<file path="config.mk">
export PLATFORM = sky130hd
export DESIGN_NAME = sha2_sigma_cfu
export DESIGN_NICKNAME = d
export VERILOG_FILES = /design/src/rtl/sha2_sigma_cfu.sv
export SDC_FILE = /design/constraint.sdc
export NUM_CORES = 1
export LEC_CHECK = 0
export CAP_MARGIN = 20
export CORE_UTILIZATION = 60
export DETAILED_ROUTE_END_ITERATION = 10
export PLACE_DENSITY = 0.95
export SETUP_SLACK_MARGIN = 0.1
export SLEW_MARGIN = 20
export SYNTH_ARGS = -nofsm -noshare
export SYNTH_HDL_FRONTEND = slang
export SYNTH_SLANG_ARGS = --single-unit
export TNS_END_PERCENT = 20
</file>
<file path="constraint.sdc">
create_clock -name clk -period 6.4 [get_ports clk]
set_input_delay 1.28 -clock clk [delete_from_list [all_inputs] [get_ports clk]]
set_output_delay 1.28 -clock clk [all_outputs]
set_load 0.01 [all_outputs]
</file>
<file path="src/rtl/sha2_sigma_cfu.sv">
// ---------------------------------------------------------------------------
// sha2_sigma_cfu
//
// SHA-2 sigma unit for a custom-function-unit slot. It computes one of the
// four SHA-2 mixing functions on rs1:
//   func[1:0] = 0 : Sigma0 (big, compression round on 'a')
//   func[1:0] = 1 : Sigma1 (big, compression round on 'e')
//   func[1:0] = 2 : sigma0 (small, message schedule)
//   func[1:0] = 3 : sigma1 (small, message schedule)
// XLEN selects the SHA-256 (32) or SHA-512 (64) rotate/shift amounts.
// Setting func[2] is illegal. The request still takes a slot and returns in
// order, with status 1 and data 0.
//
// The unit accepts one request per cycle. A fixed-latency pipeline of
// PIPE_STAGES cycles feeds a first-word-fall-through response FIFO. An
// occupancy counter covers everything in flight plus everything queued. That
// counter alone gates req_ready, so the pipeline never has to stall and the
// FIFO can never overflow.
//
// Parameters
//   XLEN         operand width, 32 or 64
//   PIPE_STAGES  accept-to-resp_valid latency in cycles (>= 1)
//   FIFO_DEPTH   max outstanding requests, power of 2, >= PIPE_STAGES
//   ID_W         width of the request/response tag
//
// Ports
//   clk          in   clock
//   rst          in   synchronous reset, active low
//   req_valid    in   request valid
//   req_ready    out  request ready (registered state only)
//   req_id       in   request tag, echoed on resp_id
//   req_func     in   function select, [2] must be 0
//   rs1          in   operand x
//   rs2          in   unused second operand
//   resp_valid   out  response valid
//   resp_ready   in   response ready
//   resp_id      out  tag of the returned request
//   resp_status  out  0 = ok, 1 = illegal function
//   resp_data    out  result
// ---------------------------------------------------------------------------
module sha2_sigma_cfu #(
    parameter int XLEN        = 32,
    parameter int PIPE_STAGES = 1,
    parameter int FIFO_DEPTH  = 4,
    parameter int ID_W        = 4
) (
    input  logic            clk,
    input  logic            rst,
    input  logic            req_valid,
    output logic            req_ready,
    input  logic [ID_W-1:0] req_id,
    input  logic [2:0]      req_func,
    input  logic [XLEN-1:0] rs1,
    input  logic [XLEN-1:0] rs2,
    output logic            resp_valid,
    input  logic            resp_ready,
    output logic [ID_W-1:0] resp_id,
    output logic            resp_status,
    output logic [XLEN-1:0] resp_data
);

    // Rotate/shift amounts. SHA-256 values apply unless XLEN is 64.
    localparam bit WIDE = (XLEN == 64);
    localparam int SUM0_R1 = WIDE ? 28 : 2;
    localparam int SUM0_R2 = WIDE ? 34 : 13;
    localparam int SUM0_R3 = WIDE ? 39 : 22;
    localparam int SUM1_R1 = WIDE ? 14 : 6;
    localparam int SUM1_R2 = WIDE ? 18 : 11;
    localparam int SUM1_R3 = WIDE ? 41 : 25;
    localparam int SIG0_R1 = WIDE ? 1  : 7;
    localparam int SIG0_R2 = WIDE ? 8  : 18;
    localparam int SIG0_SH = WIDE ? 7  : 3;
    localparam int SIG1_R1 = WIDE ? 19 : 17;
    localparam int SIG1_R2 = WIDE ? 61 : 19;
    localparam int SIG1_SH = WIDE ? 6  : 10;

    // cnt must reach FIFO_DEPTH itself, so it needs one more state than a pointer.
    localparam int PTR_W = (FIFO_DEPTH > 1) ? $clog2(FIFO_DEPTH) : 1;
    localparam int CNT_W = $clog2(FIFO_DEPTH + 1);

    function automatic logic [XLEN-1:0] ror(input logic [XLEN-1:0] x, input int n);
        return (x >> n) | (x << (XLEN - n));
    endfunction

    function automatic logic [PTR_W-1:0] next_ptr(input logic [PTR_W-1:0] p);
        return (p == PTR_W'(FIFO_DEPTH - 1)) ? '0 : p + PTR_W'(1);
    endfunction

    logic            accept;
    logic            xfer;
    logic            run_q;
    logic [CNT_W-1:0] occ;

    logic [XLEN-1:0] calc_data;
    logic            calc_status;

    logic            wr_valid;
    logic [ID_W-1:0] wr_id;
    logic            wr_status;
    logic [XLEN-1:0] wr_data;

    logic [ID_W-1:0] id_mem   [FIFO_DEPTH];
    logic            st_mem   [FIFO_DEPTH];
    logic [XLEN-1:0] data_mem [FIFO_DEPTH];
    logic [PTR_W-1:0] wr_ptr;
    logic [PTR_W-1:0] rd_ptr;
    logic [CNT_W-1:0] fifo_cnt;

    // rs2 is part of the CFU port set but no sigma function reads it.
    logic unused_rs2;
    assign unused_rs2 = ^rs2;

    assign accept = req_valid & req_ready;
    assign xfer   = resp_valid & resp_ready;

    // Sigma datapath. Illegal functions produce zero data and set the status bit.
    always_comb begin
        calc_data   = '0;
        calc_status = 1'b0;
        if (req_func[2]) begin
            calc_status = 1'b1;
        end else begin
            case (req_func[1:0])
                2'd0: calc_data = ror(rs1, SUM0_R1) ^ ror(rs1, SUM0_R2) ^ ror(rs1, SUM0_R3);
                2'd1: calc_data = ror(rs1, SUM1_R1) ^ ror(rs1, SUM1_R2) ^ ror(rs1, SUM1_R3);
                2'd2: calc_data = ror(rs1, SIG0_R1) ^ ror(rs1, SIG0_R2) ^ (rs1 >> SIG0_SH);
                2'd3: calc_data = ror(rs1, SIG1_R1) ^ ror(rs1, SIG1_R2) ^ (rs1 >> SIG1_SH);
            endcase
        end
    end

    // run_q holds req_ready low while reset is asserted and releases it one
    // cycle after reset goes away.
    always_ff @(posedge clk) begin
        if (!rst) begin
            run_q <= 1'b0;
        end else begin
            run_q <= 1'b1;
        end
    end

    // occ counts requests in the pipe plus requests in the FIFO.
    always_ff @(posedge clk) begin
        if (!rst) begin
            occ <= '0;
        end else begin
            case ({accept, xfer})
                2'b10:   occ <= occ + CNT_W'(1);
                2'b01:   occ <= occ - CNT_W'(1);
                default: occ <= occ;
            endcase
        end
    end

    assign req_ready = run_q && (occ != CNT_W'(FIFO_DEPTH));

    // Pipeline. With one stage, the computed result goes straight into the
    // FIFO at the accept edge. Deeper settings insert PIPE_STAGES-1 register
    // stages ahead of the FIFO write.
    generate
        if (PIPE_STAGES == 1) begin : g_direct
            assign wr_valid  = accept;
            assign wr_id     = req_id;
            assign wr_status = calc_status;
            assign wr_data   = calc_data;
        end else begin : g_pipe
            localparam int N = PIPE_STAGES - 1;
            logic            v_q  [N];
            logic [ID_W-1:0] id_q [N];
            logic            st_q [N];
            logic [XLEN-1:0] d_q  [N];

            // Shift register of valid/tag/status/data. Reset drops anything in flight.
            always_ff @(posedge clk) begin
                if (!rst) begin
                    for (int i = 0; i < N; i++) begin
                        v_q[i]  <= 1'b0;
                        id_q[i] <= '0;
                        st_q[i] <= 1'b0;
                        d_q[i]  <= '0;
                    end
                end else begin
                    v_q[0]  <= accept;
                    id_q[0] <= req_id;
                    st_q[0] <= calc_status;
                    d_q[0]  <= calc_data;
                    for (int i = 1; i < N; i++) begin
                        v_q[i]  <= v_q[i-1];
                        id_q[i] <= id_q[i-1];
                        st_q[i] <= st_q[i-1];
                        d_q[i]  <= d_q[i-1];
                    end
                end
            end

            assign wr_valid  = v_q[N-1];
            assign wr_id     = id_q[N-1];
            assign wr_status = st_q[N-1];
            assign wr_data   = d_q[N-1];
        end
    endgenerate

    // Response FIFO storage. It has no reset because the outputs are masked
    // whenever the FIFO is empty.
    always_ff @(posedge clk) begin
        if (wr_valid) begin
            id_mem[wr_ptr]   <= wr_id;
            st_mem[wr_ptr]   <= wr_status;
            data_mem[wr_ptr] <= wr_data;
        end
    end

    // FIFO pointers and fill count.
    always_ff @(posedge clk) begin
        if (!rst) begin
            wr_ptr   <= '0;
            rd_ptr   <= '0;
            fifo_cnt <= '0;
        end else begin
            if (wr_valid) begin
                wr_ptr <= next_ptr(wr_ptr);
            end
            if (xfer) begin
                rd_ptr <= next_ptr(rd_ptr);
            end
            case ({wr_valid, xfer})
                2'b10:   fifo_cnt <= fifo_cnt + CNT_W'(1);
                2'b01:   fifo_cnt <= fifo_cnt - CNT_W'(1);
                default: fifo_cnt <= fifo_cnt;
            endcase
        end
    end

    // The head entry falls through to the outputs. It stays stable until it
    // is transferred, and it reads as zero when the FIFO is empty.
    assign resp_valid  = (fifo_cnt != '0);
    assign resp_id     = resp_valid ? id_mem[rd_ptr]   : '0;
    assign resp_status = resp_valid ? st_mem[rd_ptr]   : 1'b0;
    assign resp_data   = resp_valid ? data_mem[rd_ptr] : '0;

endmodule

</file>
==> insert_results.sql <==
INSERT INTO impl_metrics (metric_group, metric, value, unit) VALUES
('logic_synthesis', 'yosys_most_used_dff', 'sky130_fd_sc_hd__edfxtp_1', ''),
('timing', 'grt_setup_unrepaired', 'false', ''),
('clock_network', 'tritoncts', 'yes', ''),
('grt', 'first_global_vias', '5985', ''),
('routing', 'post_drt_wl_per_cell', '24.10', 'um'),
('pwr', 'ir_worst_vdd', '212.1', 'uV'),
('floorplan', 'boundaryPins', '114', ''),
('pwr', 'pd_cells', '308.0', 'nW/um2'),
('finish', 'utilization', '69.00', '%'),
('setup_path', 'cp-start-kind', 'flip-flop', ''),
('routing', 'via_count', '5937', ''),
('worst_hold_path', 'timing.hold.worst.class', 'reg -> reg', ''),
('floorplan', 'fp.dieArea', '16640', 'um2'),
('grt', 'grt_overflow', '0', ''),
('timing', 'drv_slew', '0', ''),
('run_status', 'result_of_the_run', 'finished, final reports clean', ''),
('clock_network', 'clock_tree.root_cell', 'sky130_fd_sc_hd__clkbuf_16', ''),
('routing', 'remaining_drc_errors', '0', ''),
('finish', 'multi_input_comb_area', '4464', 'um2'),
('grt', 'grt_start_max_net_pins', '41', ''),
('routing', 'routed_wire_length', '22630', 'um'),
('timing', 'layout_min_cycle_time', '4.163', 'ns'),
('logic_synthesis', 'synth_cells', '664', ''),
('routing', 'ant_nets', '0', ''),
('clock_network', 'hold_buffers', '0', ''),
('grt', 'global_route_wire_length_before_repair', '34680', 'um'),
('placement', 'placed_cells', '907', ''),
('setup_path', 'worst_ep_arrival_time', '2.88', 'ns'),
('finish', 'finish.cell_count_without_fillers', '939', ''),
('clock_network', 'h_tree_levels', '4', ''),
('clock_network', 'cts_resized', '0', ''),
('floorplan', 'start_util', '61.13', '%'),
('logic_synthesis', 'synthesized_flop_and_latch_total', '161', ''),
('floorplan', 'die_span_in_y', '129.0', 'um'),
('logic_synthesis', 'synth.yosys.seq_area_share', '48.62', '%'),
('clock_network', 'clk-insertion-delay-late', '0.43', 'ns'),
('timing', 'relSlewSlack', '29.21', '%'),
('setup_path', 'worstSetupEndpointType', 'output pin', ''),
('clock_network', 'clock_sink_count', '161', ''),
('logic_synthesis', 'mappedNetlistNets', '748', ''),
('clock_network', 'clockBufferDepth', '2', ''),
('timing', 'setup-tns-final', '0', 'ns'),
('floorplan', 'core.rowCount', '46', ''),
('timing', 'worst-slew-pin-transition', '1.059', 'ns'),
('timing', 'timing.fmax', '0.2402', 'GHz'),
('logic_synthesis', 'synth_enable_flop_cells', '148', ''),
('placement', 'port_buffers', '81', ''),
('setup_path', 'worst-setup-path-type', 'reg -> out', ''),
('routing', 'drt_first_iter_violations', '778', ''),
('placement', 'post_dp_hpwl', '13700', 'um'),
('finish', 'drive_gt1_share', '17.29', '%'),
('logic_synthesis', 'async_flop_share', '0', '%'),
('logic_synthesis', 'synth_warn', '0', ''),
('finish', 'final_cell_area', '10920', 'um2'),
('logic_synthesis', 'yosysUniqueCellTypes', '33', ''),
('timing', 'layout_worst_path_cycle_share', '65.05', '%'),
('setup_path', 'cp_max_fo', '23', ''),
('placement', 'placed_cell_area', '10350', 'um2'),
('routing', 'viasPerCell', '6.323', ''),
('clock_network', 'number_of_post_cts_setup_repair_buffers', '0', ''),
('grt', 'gr-usage-all-layers', '28.87', '%'),
('finish', 'area_growth_syn_to_layout', '12.87', '%'),
('timing', 'worst_clock_skew', '0.01141', 'ns'),
('clock_network', 'clk_pin_slew_worst_paths', '0.06', 'ns'),
('finish', 'nets', '794', ''),
('finish', 'fillerInstances', '1035', ''),
('routing', 'drt_pre_antenna_iters', '5', ''),
('finish', 'insertedDiodeCount', '0', ''),
('floorplan', 'core-area', '15830', 'um2'),
('clock_network', 'num_cts_buffers', '17', ''),
('finish', 'ff_latch_area', '4706', 'um2'),
('run', 'timing.max_cap.violations', '0', ''),
('grt', 'grt_antenna_before_repair', '0', ''),
('setup_path', 'worstPathRequired', '5.12', 'ns'),
('timing', 'timing_hold_violations_final', '0', ''),
('logic_synthesis', 'post_synthesis_mean_instance_area', '14.57', 'um2'),
('timing', 'setup_violators_final', '0', ''),
('floorplan', 'die_x', '129.0', 'um'),
('pwr', 'static-leakage-power', '3.528', 'nW'),
('logic_synthesis', 'synth_area', '9676', 'um2'),
('placement', 'routabilityCongestion', '0.9580', '');
-- logic make-up (layout without fill, tap and decap cells) --
family,after synthesis,in the layout,share of synthesized area [%]
AOI/OAI and AO/OA,98,98,8.923
xor gates and xnor gates,216,216,22.72
adders and majority gates,9,9,1.164
buffers and inverters,69,128,5.328
DFF,161,161,48.62
muxes,41,41,9.026
and+or+nand+nor,70,70,4.216
-- critical path: stages (launching register included) --
cell and delay (ns):
sky130_fd_sc_hd__dfxtp_2 0.68, sky130_fd_sc_hd__buf_4 0.52, sky130_fd_sc_hd__mux4_2 0.60, sky130_fd_sc_hd__and2_1 0.18, sky130_fd_sc_hd__clkdlybuf4s50_1 0.47
-- through the flow --
step	total power (W)	setup WS, ns	hold WS [ns]
2_1_floorplan	0.002030	3.145	0.4592
3_3_place_gp	0.002367	2.309	0.4724
3_5_place_dp	0.002409	2.194	0.5063
4_1_cts	0.003375	2.140	0.5199
5_1_grt	0.003500	2.031	0.5333
6_report	0.003364	2.237	0.5144
-- routing by layer --
metal,global-route usage (%),vias to the layer above,routed length (um)
li1,-,2506,-
met5,0,-,0
met1,38.24,3001,8882
met2,46.58,347,11170
met4,12.80,0,809
met3,5.696,83,1773
-- cell usage after synthesis, types with 13 or more instances --
master	instances	area (um2)
sky130_fd_sc_hd__edfxtp_1	148	4444
sky130_fd_sc_hd__xnor2_1	147	1287
sky130_fd_sc_hd__and2_1	45	281.5
sky130_fd_sc_hd__xor2_1	44	385.4
sky130_fd_sc_hd__mux4_2	37	833.3
sky130_fd_sc_hd__buf_6	28	315.3
sky130_fd_sc_hd__a21o_1	22	165.2
sky130_fd_sc_hd__a221oi_1	22	192.7
sky130_fd_sc_hd__a22oi_1	22	165.2
sky130_fd_sc_hd__a221oi_2	16	240.2
sky130_fd_sc_hd__clkbuf_1	15	56.30
sky130_fd_sc_hd__xor2_2	14	227.7
sky130_fd_sc_hd__buf_2	13	65.06
sky130_fd_sc_hd__dfxtp_1	13	260.3
-- layout make-up --
type,count,area share (%)
Clock buffer,24,4.503
Multi-Input combinational cell,434,40.88
Timing Repair Buffer,92,8.181
Clock inverter,8,0.7333
Tap cell,216,2.475
Inverter,4,0.1375
Sequential cell,161,43.09
-- path summary, 6_finish.rpt --
| check | from | end | slack, ns | depth (start not counted) |
|---|---|---|---|---|
| min reg2reg | fifo_cnt[2] | fifo_cnt[2] | 0.51 | 2 |
| max reg2reg | fifo_cnt[0] | occ[2] | 3.40 | 10 |
| min | fifo_cnt[2] | fifo_cnt[2] | 0.51 | 2 |
| max | flip-flop | resp_data[23] | 2.24 | 4 |
-- where the power goes --
part	switching (W)	total (W)	internal, W
Sequential	0.0000475	0.00127	0.00122
Clock	0.000395	0.000971	0.000576
Combinational	0.000532	0.00112	0.000591
Total	0.000974	0.00336	0.00239
-- sequential cells by signal, indices dropped and copies added (netlist names), named ones only --
name,flops
data_mem,128
id_mem,16
st_mem,4
fifo_cnt,3
occ,3
rd_ptr,2
wr_ptr,2
run_q,1
-- cell usage in the layout, fill, tap and decap left out, types with 11 or more instances in the layout --
cell                                n
sky130_fd_sc_hd__xor2_1            44
sky130_fd_sc_hd__xor2_2            14
sky130_fd_sc_hd__a221oi_2          16
sky130_fd_sc_hd__a22oi_1           22
sky130_fd_sc_hd__edfxtp_1         148
sky130_fd_sc_hd__xnor2_1          147
sky130_fd_sc_hd__and2_1            41
sky130_fd_sc_hd__a21o_1            22
sky130_fd_sc_hd__a221oi_1          22
sky130_fd_sc_hd__clkbuf_16         17
sky130_fd_sc_hd__buf_4             11
sky130_fd_sc_hd__dfxtp_1           12
sky130_fd_sc_hd__clkdlybuf4s50_1   81
sky130_fd_sc_hd__mux4_2            37
Power figures use the tool's default switching activity.
